--- config.mk ---
export PLATFORM = sky130hd
export DESIGN_NAME = clk_period_meter
export DESIGN_NICKNAME = d
export VERILOG_FILES = /design/src/rtl/clk_meas_pkg.sv /design/src/rtl/sync_edge_det.sv /design/src/rtl/clk_period_meter.sv
export SDC_FILE = /design/constraint.sdc
export NUM_CORES = 1
export LEC_CHECK = 0
export ABC_AREA = 1
export CORE_MARGIN = 2
export CORE_UTILIZATION = 40
export DETAILED_ROUTE_END_ITERATION = 8
export PLACE_DENSITY = 0.57
export SLEW_MARGIN = 30
export SYNTH_ARGS = -nofsm -noshare
export SYNTH_HDL_FRONTEND = slang
export SYNTH_HIERARCHICAL = 1
export SYNTH_SLANG_ARGS = --single-unit
--- constraint.sdc ---
create_clock -name clk -period 3.4 [get_ports clk]
set_clock_uncertainty 0.1 [all_clocks]
set_input_delay 0.34 -clock clk [delete_from_list [all_inputs] [get_ports clk]]
set_output_delay 0.34 -clock clk [all_outputs]
set_load 0.05 [all_outputs]
--- src/rtl/clk_meas_pkg.sv ---
// Shared definitions for the slow-clock/strobe period meter: FSM encoding and counter defaults.
package clk_meas_pkg;
  localparam int CNT_W_DEF = 16;
  localparam logic [CNT_W_DEF-1:0] CNT_SAT_DEF = '1;

  typedef enum logic [1:0] {
    ST_IDLE = 2'd0,
    ST_WAIT = 2'd1,
    ST_MEAS = 2'd2
  } meas_state_e;
endpackage

--- src/rtl/sync_edge_det.sv ---
// Multi-flop synchronizer for an asynchronous input, plus a delayed copy for edge detection.
module sync_edge_det #(
  parameter int STAGES = 2
) (
  input  logic clk,
  input  logic rst_n,
  input  logic d,
  output logic s,
  output logic rise,
  output logic fall
);
  logic [STAGES-1:0] sync_q;
  logic              s_d1;

  always_ff @(posedge clk or negedge rst_n) begin
    if (!rst_n) begin
      sync_q <= '0;
      s_d1   <= 1'b0;
    end else begin
      sync_q <= {sync_q[STAGES-2:0], d};
      s_d1   <= sync_q[STAGES-1];
    end
  end

  assign s    = sync_q[STAGES-1];
  assign rise = s & ~s_d1;
  assign fall = ~s & s_d1;
endmodule

--- src/rtl/clk_period_meter.sv ---
// Measures period / high time of a slow asynchronous strobe in clk cycles, with lock and overflow.
// Define DUTY_MEASURE_EN to build the high-time counter; otherwise high_time is tied to 0.
module clk_period_meter
  import clk_meas_pkg::*;
#(
  parameter int CNT_W       = CNT_W_DEF,
  parameter int SYNC_STAGES = 2,
  parameter int LOCK_CNT    = 4,
  parameter int TOL         = 0
) (
  input  logic             clk,
  input  logic             rst_n,
  input  logic             en,
  input  logic             sig_in,
  input  logic             clr_ovf,
  output logic [CNT_W-1:0] period,
  output logic [CNT_W-1:0] high_time,
  output logic             valid,
  output logic             locked,
  output logic             overflow
);
  localparam int               MW     = $clog2(LOCK_CNT + 1);
  localparam logic [CNT_W-1:0] SAT    = {CNT_W{1'b1}};
  localparam logic [MW-1:0]    LOCK_M = MW'(LOCK_CNT);
  localparam logic [CNT_W:0]   TOL_W  = (CNT_W+1)'(TOL);

  meas_state_e      state_q, state_d;
  logic             s, rise, fall;
  logic [CNT_W-1:0] run_cnt;
  logic [MW-1:0]    match_q, match_inc;
  logic             first_q;
  logic             sat, start, done, step, hit;
  logic [CNT_W:0]   diff;
  logic             unused_sync;

  sync_edge_det #(.STAGES(SYNC_STAGES)) u_sync (
    .clk(clk), .rst_n(rst_n), .d(sig_in), .s(s), .rise(rise), .fall(fall)
  );

  assign unused_sync = ^{s, fall};

  always_comb begin
    sat   = en && (state_q == ST_MEAS) && (run_cnt == SAT);
    start = en && (state_q == ST_WAIT) && rise;
    // saturation beats a coincident rise
    done  = en && (state_q == ST_MEAS) && rise && !sat;
    step  = en && (state_q == ST_MEAS) && !rise && !sat;
    diff  = ({1'b0, run_cnt} >= {1'b0, period}) ? {1'b0, run_cnt} - {1'b0, period}
                                                  : {1'b0, period} - {1'b0, run_cnt};
    hit       = !first_q && (diff <= TOL_W);
    match_inc = (match_q == LOCK_M) ? match_q : match_q + 1'b1;
    state_d   = state_q;
    case (state_q)
      ST_IDLE: if (en)   state_d = ST_WAIT;
      ST_WAIT: if (rise) state_d = ST_MEAS;
      ST_MEAS: if (sat)  state_d = ST_WAIT;
      default:           state_d = ST_IDLE;
    endcase
    if (!en) state_d = ST_IDLE;
  end

  always_ff @(posedge clk or negedge rst_n) begin
    if (!rst_n) state_q <= ST_IDLE;
    else        state_q <= state_d;
  end

  always_ff @(posedge clk or negedge rst_n) begin
    if (!rst_n) begin
      run_cnt  <= '0;
      match_q  <= '0;
      first_q  <= 1'b1;
      period   <= '0;
      valid    <= 1'b0;
      locked   <= 1'b0;
      overflow <= 1'b0;
    end else begin
      valid <= 1'b0;
      if (clr_ovf) overflow <= 1'b0;
      if (sat) begin
        overflow <= 1'b1;
        locked   <= 1'b0;
        match_q  <= '0;
        run_cnt  <= '0;
      end else if (start) begin
        run_cnt <= CNT_W'(1);
        match_q <= '0;
        first_q <= 1'b1;
      end else if (done) begin
        period  <= run_cnt;
        valid   <= 1'b1;
        run_cnt <= CNT_W'(1);
        first_q <= 1'b0;
        if (hit) begin
          match_q <= match_inc;
          locked  <= (match_inc == LOCK_M);
        end else begin
          match_q <= '0;
          locked  <= 1'b0;
        end
      end else if (step) begin
        run_cnt <= run_cnt + 1'b1;
      end else if (!en || state_q == ST_IDLE) begin
        run_cnt <= '0;
        match_q <= '0;
        locked  <= 1'b0;
      end
    end
  end

`ifdef DUTY_MEASURE_EN
  logic [CNT_W-1:0] hi_cnt;

  // s only stays high from the rise until the fall, so adding s freezes the count after the fall
  always_ff @(posedge clk or negedge rst_n) begin
    if (!rst_n) begin
      hi_cnt    <= '0;
      high_time <= '0;
    end else if (sat) begin
      hi_cnt <= '0;
    end else if (start) begin
      hi_cnt <= CNT_W'(1);
    end else if (done) begin
      high_time <= hi_cnt;
      hi_cnt    <= CNT_W'(1);
    end else if (step) begin
      hi_cnt <= hi_cnt + CNT_W'(s);
    end else if (!en || state_q == ST_IDLE) begin
      hi_cnt <= '0;
    end
  end
`else
  assign high_time = '0;
`endif
endmodule

==> results of run 1 <==
report_power, final:
| group | switching (mW) | total [mW] | leakage, nW | internal [mW] |
|---|---|---|---|---|
| logic | 0.169 | 0.231 | 1.93 | 0.0617 |
| clock network | 0.187 | 0.349 | 0.0510 | 0.162 |
| registers | 0.00966 | 0.545 | 0.602 | 0.536 |
final cells by class:
type	instances	area (um2)	area share, %
inverter	123	461.7	9.898
clock buffer	6	82.58	1.770
timing repair buffer	25	245.2	5.258
multi-input combinational	514	2592	55.58
clock inverter	2	10.01	0.2146
sequential	44	1102	23.63
tap	136	170.2	3.648
through the flow:
stage	hold slack [ps]	utilization [%]
2_1_floorplan	-55.59	-
3_3_place_gp	256.3	44.16
3_5_place_dp	243.4	44.19
4_1_cts	271.9	45.18
5_1_grt	276.7	45.18
6_report	267.3	45.18
metal layers:
layer	vias to the layer above	part of all wire, %	GRT usage [%]
met1	1932	49	29.32
met4	0	1.4	5.473
li1	2172	-	-
met3	15	3.8	2.006
met2	94	46	34.81
met5	-	0	0
critical path, cell delays in order, from the launching register on:
cell and delay (ps):
dfrtp_1 430, ha_1 250, nand3_1 90, nor2_1 210, nand4_1 160, nand2_1 130, nand4_1 470, nand2_1 550
inv_1 200, a211oi_1 230
final timing paths:
kind / to / slack, ps / cells past startpoint
max reg2reg: run_cnt[12] / 500 / 9
max: run_cnt[12] / 500 / 9
min: u_sync/sync_q[1] / 270 / 0
min reg2reg: u_sync/sync_q[1] / 270 / 0
min in group asynchronous: period[3] / 460 / 2
max in group asynchronous: valid / 2330 / 2
state kept, by name, summed over array words and instances, names as in the netlist:
signal / cells
valid: 1
overflow: 1
u_sync/sync_q: 2
locked: 1
run_cnt: 16
state_q: 2
first_q: 1
match_q: 3
u_sync/s_d1: 1
period: 16
timing repair:
action                                 CTS  global route
endpoints found under the hold margin   43             0
resized for setup                        0             0
hold buffers                             1             0
==> flow_metrics.env, run 1 <==
export IMPL_die_w_um=107.2
export IMPL_p_leak_nw=2.581
export IMPL_setup_worst_path_start="run_cnt[0]"
export IMPL_tightest_slew_ps=587.4
export IMPL_worst_slack_ps=504.4
export IMPL_grt_total_usage_pct=21.02
export IMPL_setup_tns_ps=0
export IMPL_cp_max_fo=13
export IMPL_ios=40
export IMPL_drive_above_1_share_pct=5.322
export IMPL_cp_required_ps=3530
export IMPL_final_min_clock_period_ps=2896
export IMPL_drtIter0Drc=193
export IMPL_drv_slew=0
export IMPL_post_place_ws_ps=496.5
export IMPL_ir_drop_v=0.0003032
export IMPL_numPortBuffers=23
export IMPL_path_class="register to register"
export IMPL_status="completed"
export IMPL_hold_path_class="register to register"
export IMPL_rsz0062_at_grt="false"
export IMPL_final_common_cell="nand2_1"
export IMPL_yosysWarnings=6
export IMPL_die_area_mm2=0.01148
export IMPL_place_gp_congestion=0.9160
export IMPL_drtAntennaViolNets=0
export IMPL_cts_tree="built"
export IMPL_cts_buffer_depth=2
export IMPL_stdcell_count=850
export IMPL_drv_cap=0
export IMPL_place_area_mm2=0.004562
export IMPL_relSlewSlack_pct=60.73
export IMPL_hold_violations=0
export IMPL_htree_levels=2
export IMPL_antenna_found_initial=0
export IMPL_syn_to_final_growth_pct=9.583
export IMPL_finalInstanceArea_mm2=0.004664
export IMPL_grt_max_degree=45
export IMPL_nFillCells=1125
export IMPL_avgSynthCellArea_um2=6.169
export IMPL_min_delay_start="u_sync/sync_q[0]"
export IMPL_routed_via_density=4.956
export IMPL_diodes=0
export IMPL_grt_pass1_vias=4076
export IMPL_cts_num_sinks=44
export IMPL_arrival_ps=3020
export IMPL_max_freq_mhz=345.4
export IMPL_clockRootBuffer="clkbuf_8"
export IMPL_grt_overflow_total=0
export IMPL_rows=37
export IMPL_clk_pin_slew_ps=90
export IMPL_vias=4213
export IMPL_layout_common_cells="nand2_1, inv_1, nand3_1"
export IMPL_worstReg2RegStart="run_cnt[0]"
export IMPL_clk_latency_ps=310
export IMPL_initial_core_util_pct=41.23
export IMPL_core_region_area_mm2=0.01032
export IMPL_avgRoutedWirePerCell_um=13.42
export IMPL_power_mw=1.125
export IMPL_powerDensity_mw_per_mm2=241.3
export IMPL_dr_pass1_iters=5
export IMPL_cp_start_kind="register"
export IMPL_setup_viol=0
export IMPL_synth_area_mm2=0.004257
export IMPL_grt_first_pass_wirelength_um=19220
export IMPL_postSynthCellCount=690
export IMPL_placed_cells=841
export IMPL_dp_hpwl_um=9415
export IMPL_fin_crit_sh_pct=85.16
export IMPL_end_kind="register"
export IMPL_drc=0
export IMPL_cts_made_buffers=5
export IMPL_post_cts_setup_buffers=0
export IMPL_final_nets=753
export IMPL_drt_wl_total_um=11410
export IMPL_die_h_um=107.2
(Power assumes the default switching activity.)
==> run 2: changes to the inputs <==
--- a/config.mk
+++ b/config.mk
@@ -6,6 +6,7 @@
 export NUM_CORES = 1
 export LEC_CHECK = 0
 export ABC_AREA = 1
+export CAP_MARGIN = 10
 export CORE_MARGIN = 2
 export CORE_UTILIZATION = 40
 export DETAILED_ROUTE_END_ITERATION = 8
==> results of run 2 <==
Same layout as run 1: the final DEF is identical, and so are final timing and power.
